==> src/rtl/fp_pkg.sv <==
`default_nettype none
// ============================================================================
// Module   : fp_pkg
// Purpose  : Shared types and defaults for the elastic filter pipeline.
// Revision : 1.0
// ============================================================================
package fp_pkg;

   localparam int BIT_VEC_SIZE = 8;
   localparam int SEL_MAX_W    = 8;

   typedef enum logic [2:0] {
      OP_PASS   = 3'd0,
      OP_AND_M  = 3'd1,
      OP_OR_M   = 3'd2,
      OP_XOR_M  = 3'd3,
      OP_AND_P  = 3'd4,
      OP_OR_P   = 3'd5,
      OP_ANDN_P = 3'd6,
      OP_KILL   = 3'd7
   } fp_op_e;

   typedef enum logic [0:0] {
      CMT_IDLE    = 1'b0,
      CMT_PENDING = 1'b1
   } fp_cmt_e;

   typedef logic [BIT_VEC_SIZE-1:0] fp_vec_t;
   typedef logic [SEL_MAX_W-1:0]    fp_sel_t;

   typedef struct packed {
      fp_sel_t sel;
      fp_op_e  op;
      fp_vec_t mask;
   } fp_cfg_t;

   localparam fp_op_e FP_OP_DEFAULT = OP_PASS;

   // Mask ops keep the lane's own valid; partner ops need both lanes valid.
   function automatic logic fp_lane_valid(fp_op_e op, logic pv, logic qv);
      case (op)
         OP_PASS, OP_AND_M, OP_OR_M, OP_XOR_M: return pv;
         OP_AND_P, OP_OR_P, OP_ANDN_P:         return pv & qv;
         default:                              return 1'b0;
      endcase
   endfunction

endpackage
`default_nettype wire

==> src/rtl/fp_stage.sv <==
`default_nettype none
// ============================================================================
// Module   : fp_stage
// Purpose  : One permute + per-lane filter stage with an elastic output slice.
// Revision : 1.0
// ============================================================================
module fp_stage
   import fp_pkg::*;
#(
   parameter int LANES = 4,
   parameter int W     = BIT_VEC_SIZE
)
(
   input  logic                                  clk,
   input  logic                                  rst,
   input  logic                                  i_valid,
   input  logic [LANES-1:0]                      i_lane_vld,
   input  logic [LANES-1:0][W-1:0]               i_data,
   output logic                                  o_ready,
   input  logic                                  i_next_ready,
   output logic                                  o_valid,
   output logic [LANES-1:0]                      o_lane_vld,
   output logic [LANES-1:0][W-1:0]               o_data,
   input  logic [LANES-1:0][$clog2(LANES)-1:0]   i_sel,
   input  logic [LANES-1:0][2:0]                 i_op,
   input  logic [LANES-1:0][W-1:0]               i_mask
);

   logic [LANES-1:0][W-1:0] w_p;
   logic [LANES-1:0][W-1:0] w_res;
   logic [LANES-1:0]        w_pv;
   logic [LANES-1:0]        w_rv;

   logic                    r_occ;
   logic [LANES-1:0]        r_lv;
   logic [LANES-1:0][W-1:0] r_dat;

   for (genvar j = 0; j < LANES; j++) begin : g_lane
      localparam int PJ = j ^ 1;
      fp_op_e      w_op;
      logic [W-1:0] w_r;

      assign w_p[j]  = i_data[i_sel[j]];
      assign w_pv[j] = i_lane_vld[i_sel[j]];
      assign w_op    = fp_op_e'(i_op[j]);

      always_comb begin
         w_r = '0;
         case (w_op)
            OP_PASS:   w_r = w_p[j];
            OP_AND_M:  w_r = w_p[j] & i_mask[j];
            OP_OR_M:   w_r = w_p[j] | i_mask[j];
            OP_XOR_M:  w_r = w_p[j] ^ i_mask[j];
            OP_AND_P:  w_r = w_p[j] & w_p[PJ];
            OP_OR_P:   w_r = w_p[j] | w_p[PJ];
            OP_ANDN_P: w_r = w_p[j] & ~w_p[PJ];
            default:   w_r = '0;
         endcase
      end

      assign w_rv[j]  = fp_lane_valid(w_op, w_pv[j], w_pv[PJ]);
      assign w_res[j] = w_rv[j] ? w_r : '0;
   end

   // An empty slot always accepts, which lets bubbles collapse under a stall.
   assign o_ready = !r_occ | i_next_ready;

   always_ff @(posedge clk) begin
      if (rst) begin
         r_occ <= 1'b0;
         r_lv  <= '0;
         r_dat <= '0;
      end else if (o_ready) begin
         r_occ <= i_valid;
         if (i_valid) begin
            r_lv  <= w_rv;
            r_dat <= w_res;
         end
      end
   end

   assign o_valid    = r_occ;
   assign o_lane_vld = r_lv;
   assign o_data     = r_dat;

endmodule
`default_nettype wire

==> src/rtl/fp_elastic_pipe.sv <==
`default_nettype none
// ============================================================================
// Module   : fp_elastic_pipe
// Purpose  : Elastic multi-stage lane filter with double-buffered configuration.
// Revision : 1.0
// ============================================================================
module fp_elastic_pipe
   import fp_pkg::*;
#(
   parameter int LANES  = 4,
   parameter int STAGES = 4,
   parameter int W      = BIT_VEC_SIZE,
   localparam int LW    = $clog2(LANES),
   localparam int SW    = (STAGES > 1) ? $clog2(STAGES) : 1
)
(
   input  logic                 clk,
   input  logic                 rst,
   input  logic                 i_in_valid,
   input  logic [LANES-1:0]     i_in_lane_vld,
   input  logic [W-1:0]         i_in_data [LANES],
   output logic                 o_in_ready,
   output logic                 o_out_valid,
   output logic [LANES-1:0]     o_out_lane_vld,
   output logic [W-1:0]         o_out_data [LANES],
   input  logic                 i_out_ready,
   input  logic                 i_cfg_we,
   input  logic [SW-1:0]        i_cfg_stage,
   input  logic [LW-1:0]        i_cfg_lane,
   input  logic [LW-1:0]        i_cfg_sel,
   input  logic [2:0]           i_cfg_op,
   input  logic [W-1:0]         i_cfg_mask,
   input  logic                 i_cfg_commit,
   output logic                 o_cfg_busy
);

   logic [STAGES-1:0][LANES-1:0][LW-1:0] r_act_sel;
   logic [STAGES-1:0][LANES-1:0][2:0]    r_act_op;
   logic [STAGES-1:0][LANES-1:0][W-1:0]  r_act_msk;
   logic [STAGES-1:0][LANES-1:0][LW-1:0] r_shd_sel;
   logic [STAGES-1:0][LANES-1:0][2:0]    r_shd_op;
   logic [STAGES-1:0][LANES-1:0][W-1:0]  r_shd_msk;
   fp_cmt_e                              r_state;
   logic                                 r_busy;

   logic [STAGES:0]                      w_vld;
   logic [STAGES:0]                      w_rdy;
   logic [LANES-1:0]                     w_lv  [STAGES+1];
   logic [LANES-1:0][W-1:0]              w_dat [STAGES+1];
   logic [STAGES-1:0]                    w_occ;

   // Inputs are held off while a commit waits for the pipe to drain.
   assign w_vld[0]      = i_in_valid & !r_busy;
   assign w_lv[0]       = i_in_lane_vld;
   assign w_rdy[STAGES] = i_out_ready;
   assign w_occ         = w_vld[STAGES:1];

   assign o_in_ready     = w_rdy[0] & !r_busy & !rst;
   assign o_out_valid    = w_vld[STAGES];
   assign o_out_lane_vld = w_lv[STAGES];
   assign o_cfg_busy     = r_busy;

   for (genvar j = 0; j < LANES; j++) begin : g_lane_io
      assign w_dat[0][j]   = i_in_data[j];
      assign o_out_data[j] = w_dat[STAGES][j];
   end

   for (genvar k = 0; k < STAGES; k++) begin : g_stage
      fp_stage #(
         .LANES (LANES),
         .W     (W)
      ) u_stage (
         .clk          (clk),
         .rst          (rst),
         .i_valid      (w_vld[k]),
         .i_lane_vld   (w_lv[k]),
         .i_data       (w_dat[k]),
         .o_ready      (w_rdy[k]),
         .i_next_ready (w_rdy[k+1]),
         .o_valid      (w_vld[k+1]),
         .o_lane_vld   (w_lv[k+1]),
         .o_data       (w_dat[k+1]),
         .i_sel        (r_act_sel[k]),
         .i_op         (r_act_op[k]),
         .i_mask       (r_act_msk[k])
      );
   end

   // The bank copy reads the shadow before this edge's write lands in it.
   always_ff @(posedge clk) begin
      if (rst) begin
         r_state <= CMT_IDLE;
         r_busy  <= 1'b0;
         for (int k = 0; k < STAGES; k++) begin
            for (int j = 0; j < LANES; j++) begin
               r_act_sel[k][j] <= LW'(j);
               r_act_op[k][j]  <= FP_OP_DEFAULT;
               r_act_msk[k][j] <= '1;
               r_shd_sel[k][j] <= LW'(j);
               r_shd_op[k][j]  <= FP_OP_DEFAULT;
               r_shd_msk[k][j] <= '1;
            end
         end
      end else begin
         case (r_state)
            CMT_IDLE: begin
               if (i_cfg_commit) begin
                  r_state <= CMT_PENDING;
                  r_busy  <= 1'b1;
               end
            end
            CMT_PENDING: begin
               if (w_occ == '0) begin
                  r_state   <= CMT_IDLE;
                  r_busy    <= 1'b0;
                  r_act_sel <= r_shd_sel;
                  r_act_op  <= r_shd_op;
                  r_act_msk <= r_shd_msk;
               end
            end
            default: begin
               r_state <= CMT_IDLE;
               r_busy  <= 1'b0;
            end
         endcase

         for (int k = 0; k < STAGES; k++) begin
            for (int j = 0; j < LANES; j++) begin
               if (i_cfg_we && i_cfg_stage == SW'(k) && i_cfg_lane == LW'(j)) begin
                  r_shd_sel[k][j] <= i_cfg_sel;
                  r_shd_op[k][j]  <= i_cfg_op;
                  r_shd_msk[k][j] <= i_cfg_mask;
               end
            end
         end
      end
   end

endmodule
`default_nettype wire
==> config.mk <==
export PLATFORM = sky130hd
export DESIGN_NAME = fp_elastic_pipe
export DESIGN_NICKNAME = d
export VERILOG_FILES = /design/src/rtl/fp_pkg.sv /design/src/rtl/fp_stage.sv /design/src/rtl/fp_elastic_pipe.sv
export SDC_FILE = /design/constraint.sdc
export NUM_CORES = 2
export LEC_CHECK = 0
export ABC_AREA = 1
export CAP_MARGIN = 15
export CORE_ASPECT_RATIO = 1.2
export CORE_MARGIN = 3
export CORE_UTILIZATION = 48
export DETAILED_ROUTE_END_ITERATION = 10
export GPL_TIMING_DRIVEN = 1
export SLEW_MARGIN = 25
export SYNTH_ARGS = -nofsm -noshare
export SYNTH_HDL_FRONTEND = slang
export SYNTH_SLANG_ARGS = --single-unit
==> constraint.sdc <==
create_clock -name clk -period 5.47 [get_ports clk]
set_clock_uncertainty 0.05 [all_clocks]
set_input_delay 0.8205 -clock clk [delete_from_list [all_inputs] [get_ports clk]]
set_output_delay 0.8205 -clock clk [all_outputs]
set_load 0.02 [all_outputs]
-- Word-level counts from Yosys, hierarchy flattened
Index checks and enable logic that the tools add are counted.
- register bits after elaboration: 566
- bits of input ports: 59
- output and inout bits: 39
- logic and storage cells: 555
- order comparisons: 16
- equal/unequal tests: 104
- mux-type cells: 118
- bitwise operators: 112
- reduce and logical (&&, ||, !) cells: 83
- operators with widths (kind ; count):
    $pmux W8 S7 ; 16
    $and A8 B8 Y8 ; 40
    $bmux W8 S2 ; 16
    $mux W8 ; 32
    $or A8 B8 Y8 ; 24
    $eq A3 B3 Y1 const B ; 48
    $not A8 Y8 ; 16
    $xor A8 B8 Y8 ; 16
    $eq A3 B2 Y1 const B ; 32
    $reduce_or A4 Y1 ; 16
    $eq A3 B1 Y1 const B ; 16
    $logic_not A3 Y1 ; 16
    $lt A2 B3 Y1 const B ; 16
    $reduce_or A3 Y1 ; 16
    $pmux W1 S2 ; 18
    $bmux W1 S2 ; 16
    $logic_and A1 B1 Y1 ; 20
    $mux W1 ; 20
    $reduce_and A2 Y1 ; 6
    $and A1 B1 Y1 ; 11
    $eq A2 B2 Y1 const B ; 4
    $logic_not A1 Y1 ; 6
    $eq A2 B1 Y1 const B ; 2
    $logic_not A2 Y1 ; 2
    5 further kinds ; 8

-- Depth between registers and ports, before layout
- word-level depth: 7
- mapped depth: 15
- depth with buffers taken out: 13

-- By module
From an unflattened synthesis, not the netlist that was laid out.
- cell total of the unflattened synthesis: 6995
- area total of the unflattened synthesis: 40536.4 um^2
- by module, submodules not included (module ; instances ; cells each ; area each (um^2) ; sequential area each (um^2)):
    fp_stage at g_stage[1].u_stage ... ; 3 ; 1231 ; 6369.9 ; 740.7
    fp_elastic_pipe ; 1 ; 2070 ; 15079.5 ; 8368.0
    fp_stage at g_stage[0].u_stage ; 1 ; 1232 ; 6347.3 ; 740.7

-- Least setup slack after synthesis
Ideal clock, no wire load.
- path kind: input port to output port
- start: in rst
- end: out o_in_ready
- data arrival time: 1.862 ns
- required time: 4.600 ns
- slack: 2.738 ns
- cell stages on the path: 4
- path buffers: 3
- cell sequence: clkbuf_1 clkbuf_1 clkbuf_1 nor3_1
- cells in the longest elaborated chain, start to end: 2
- RTL lines (item ; RTL line ; RTL):
    start, declared ; fp_elastic_pipe.sv:18 ; input logic rst,
    $logic_not A1 Y1 ; fp_elastic_pipe.sv:58 ; assign o_in_ready = w_rdy[0] & !r_busy & !rst;
    $and A1 B1 Y1 ; fp_elastic_pipe.sv:58 ;
    end, declared ; fp_elastic_pipe.sv:22 ; output logic o_in_ready,
No other way between the ends.

-- Final worst setup path
- start: in i_out_ready
- end: out o_in_ready
- cells in the longest elaborated chain, start to end: 6
- RTL lines (item ; RTL line ; RTL):
    start, declared ; fp_elastic_pipe.sv:26 ; input logic i_out_ready,
    $or A1 B1 Y1 (4 in a row) ; fp_stage.sv:66 ; assign o_ready = !r_occ | i_next_ready;
    $and A1 B1 Y1 (2 in a row) ; fp_elastic_pipe.sv:58 ;
No other way between the ends.

==> out/qor.txt <==
status: finished, final reports clean
Residual DRC: 0
Min Hold Slack: 0.409 ns
Core Rows: 110
DR iter-0 viols: 4,114
Register Area: 11,300 µm²
Net Sw Power: 4030 µW
crit path time final: 3.33 ns
CTS tree: yes
Die H: 310 µm
total grt overflow: 0
Arr. time, crit path: 2.46 ns
fin crit share: 0.608
CP peak stage delay: 0.57 ns
Cell Area, Synth: 36,900 µm²
DIE WIDTH: 259 µm
Seq pwr share: 0.399
GRT Util Overall: 0.354
area occupied by multi-input gates: 22,200 µm²
FMAX: 0.301 GHz
unrepaired setup endpoints after global routing: no
Critical Path RT: 4.60 ns
total clock sinks: 566
Post-DP Area: 38,100 µm²
DR vias/cell: 5.68
type of origin of the critical path: input port
hold crit path type: reg -> reg
initial antenna violation count: 0
Die Footprint: 80,200 µm²
n_diodes: 0
syn nets: 6,471
sequential cell area fraction in the yosys report: 0.307
htree depth: 2
Longest Clk Path Bufs: 3
pin count of the biggest net entering global routing: 158
Final Max Slew Viols: 0
synth unique cells: 27
pre-CTS WS: 1.82 ns
worst slew pin tran: 1.00 ns
Final setup viols: 0
Peak VDD IR: 0.000278 V
Post-Syn Area per Cell: 5.87 µm²
post-route cell area: 40,200 µm²
Gate Count Post-Synth: 6,284
starting density of the core: 0.488
1st-pass router iterations: 8
FF+latch count, synth: 566
share of cells above drive strength 1: 0.0493
core area: 75,600 µm²
PostCTS Resize Cnt: 0
DP Cell Count: 7,142
power per cell area: 288 nW/µm²
Layout Cells excl Fill: 7,257
setup_tns: 0 ns
setup ws final: 2.14 ns
Routability Congestion: 1.01
Fillers: 7,984
Worst slew margin: 0.332
DR vias: 41,192
CP dominant cell by count: clkdlybuf4s50_1
Nets: 6,384
latest clock arrival within the worst-skew pair: 0.66 ns
first-pass GRT wire length: 218 mm
area grow syn2layout: 9.08%
sw frac: 0.349
Setup Buffers After CTS: 0
worst setup path class: in -> out
yosys warns: 0
CTS Hold Buffers Added: 0
Crit Path Max Fanout: 5
Wirelength per Cell: 20.2 µm
final count of hold timing violations: 0
Int Power: 7530 µW
leakage: 0.0211 µW
total wire length: 147 mm
Clock Root Buffer: clkbuf_16
Logic pwr share: 0.229
Clk pwr share: 0.372
DP Wirelength: 107 mm
CP max stage cell: clkdlybuf4s50_1
clock-pin slew on the worst setup and hold paths: 0.07 ns
post-route ant nets: 0
Setup crit end kind: primary output
Port Buffers: 97
Inserted Clock Buffers: 61
Max Cap Violations: 0
crit-path cells: clkdlybuf4s50_1 > nor2_4 > nand4_1 > inv_2 > nor3_1 > clkdlybuf4s50_1
vias in the first global route: 36,413
# IOs: 98
## through the flow
step           power (µW)  utilization
2_1_floorplan        6390            -
3_3_place_gp         7250        0.505
3_5_place_dp         7280        0.505
4_1_cts             11600        0.532
5_1_grt             12100        0.532
6_report            11600        0.532
## kinds of logic after synthesis
group / after synthesis / share of synthesized area
AOI/OAI and AO/OA: 897 / 0.123
adders and majority gates: 128 / 0.0434
buffers and inverters: 837 / 0.0901
and+or+nand+nor: 3856 / 0.437
DFF: 566 / 0.307
## flip-flops by register name, indices dropped and copies added (netlist names), 4 cells and up
register                    cells
r_shd_op                       48
r_shd_msk                     128
r_act_sel                      32
r_act_msk                     128
r_act_op                       48
r_shd_sel                      32
g_stage.u_stage.o_data        128
g_stage.u_stage.o_lane_vld     16
g_stage.u_stage.o_valid         4
## path summary, 6_finish.rpt
path | slack [ns] | startpoint | depth (start not counted) | end
hold reg to reg | 0.41 | r_shd_msk[83] | 2 | r_shd_msk[83]
setup reg to reg | 2.39 | r_act_sel[12] | 13 | g_stage[1].u_stage.o_data[16]
hold / removal | 0.41 | r_shd_msk[83] | 2 | r_shd_msk[83]
setup / recovery | 2.14 | i_out_ready | 6 | o_in_ready
## layout by cell type (no fill, tap or decap), types with 13 or more instances in the layout
cell type,instances
buf_4,25
nor2_1,550
inv_2,96
dfxtp_1,566
clkdlybuf4s50_1,86
o21ai_1,98
clkinv_1,18
nand3_1,1020
ha_1,128
nor3_2,49
clkbuf_1,15
a21oi_1,419
clkbuf_8,13
o21ai_0,371
clkbuf_16,63
nand2_1,2216
inv_1,433
## synth_stat cells, drive strengths merged
cell type | instances | share of area
clkinv | 21 | 0.0022
ha | 128 | 0.043
inv | 542 | 0.056
buf | 118 | 0.016
nand4 | 4 | 0.00068
a21oi | 422 | 0.058
nor2 | 554 | 0.057
nor3 | 59 | 0.015
nand3 | 1021 | 0.14
o21a | 1 | 0.00020
dfxtp | 566 | 0.31
nand3b | 1 | 0.00020
nand2 | 2217 | 0.23
o211ai | 5 | 0.0010
clkbuf | 156 | 0.016
o21ai | 469 | 0.064
## metal layers
metal,global-route usage,vias up,share of wire
li1,-,20211,-
met1,0.456,18856,0.41
met2,0.583,1697,0.46
met3,0.0382,428,0.071
met4,0.188,0,0.061
met5,0,-,0
## power groups by stage
stage	sequential (µW)	combinational [µW]	clock, µW
floorplan	4520	1870	0
global placement	4690	2570	0
detailed placement	4690	2590	0
CTS	4600	2600	4360
global route	4630	2950	4520
finish	4620	2650	4300
## worst max-delay path: cells and delay by family
kind,cells,cell delay (ns)
buffers and inverters,3,1.11
and+or+nand+nor,3,0.51
## layout make-up
class                      count  share of cell area
sequential                   566               0.282
clock buffer                  91              0.0451
tap                         1008              0.0314
timing repair buffer         124              0.0287
multi-input combinational   4881               0.553
clock inverter                24             0.00647
inverter                     563              0.0537
(Power assumes the default switching activity.)
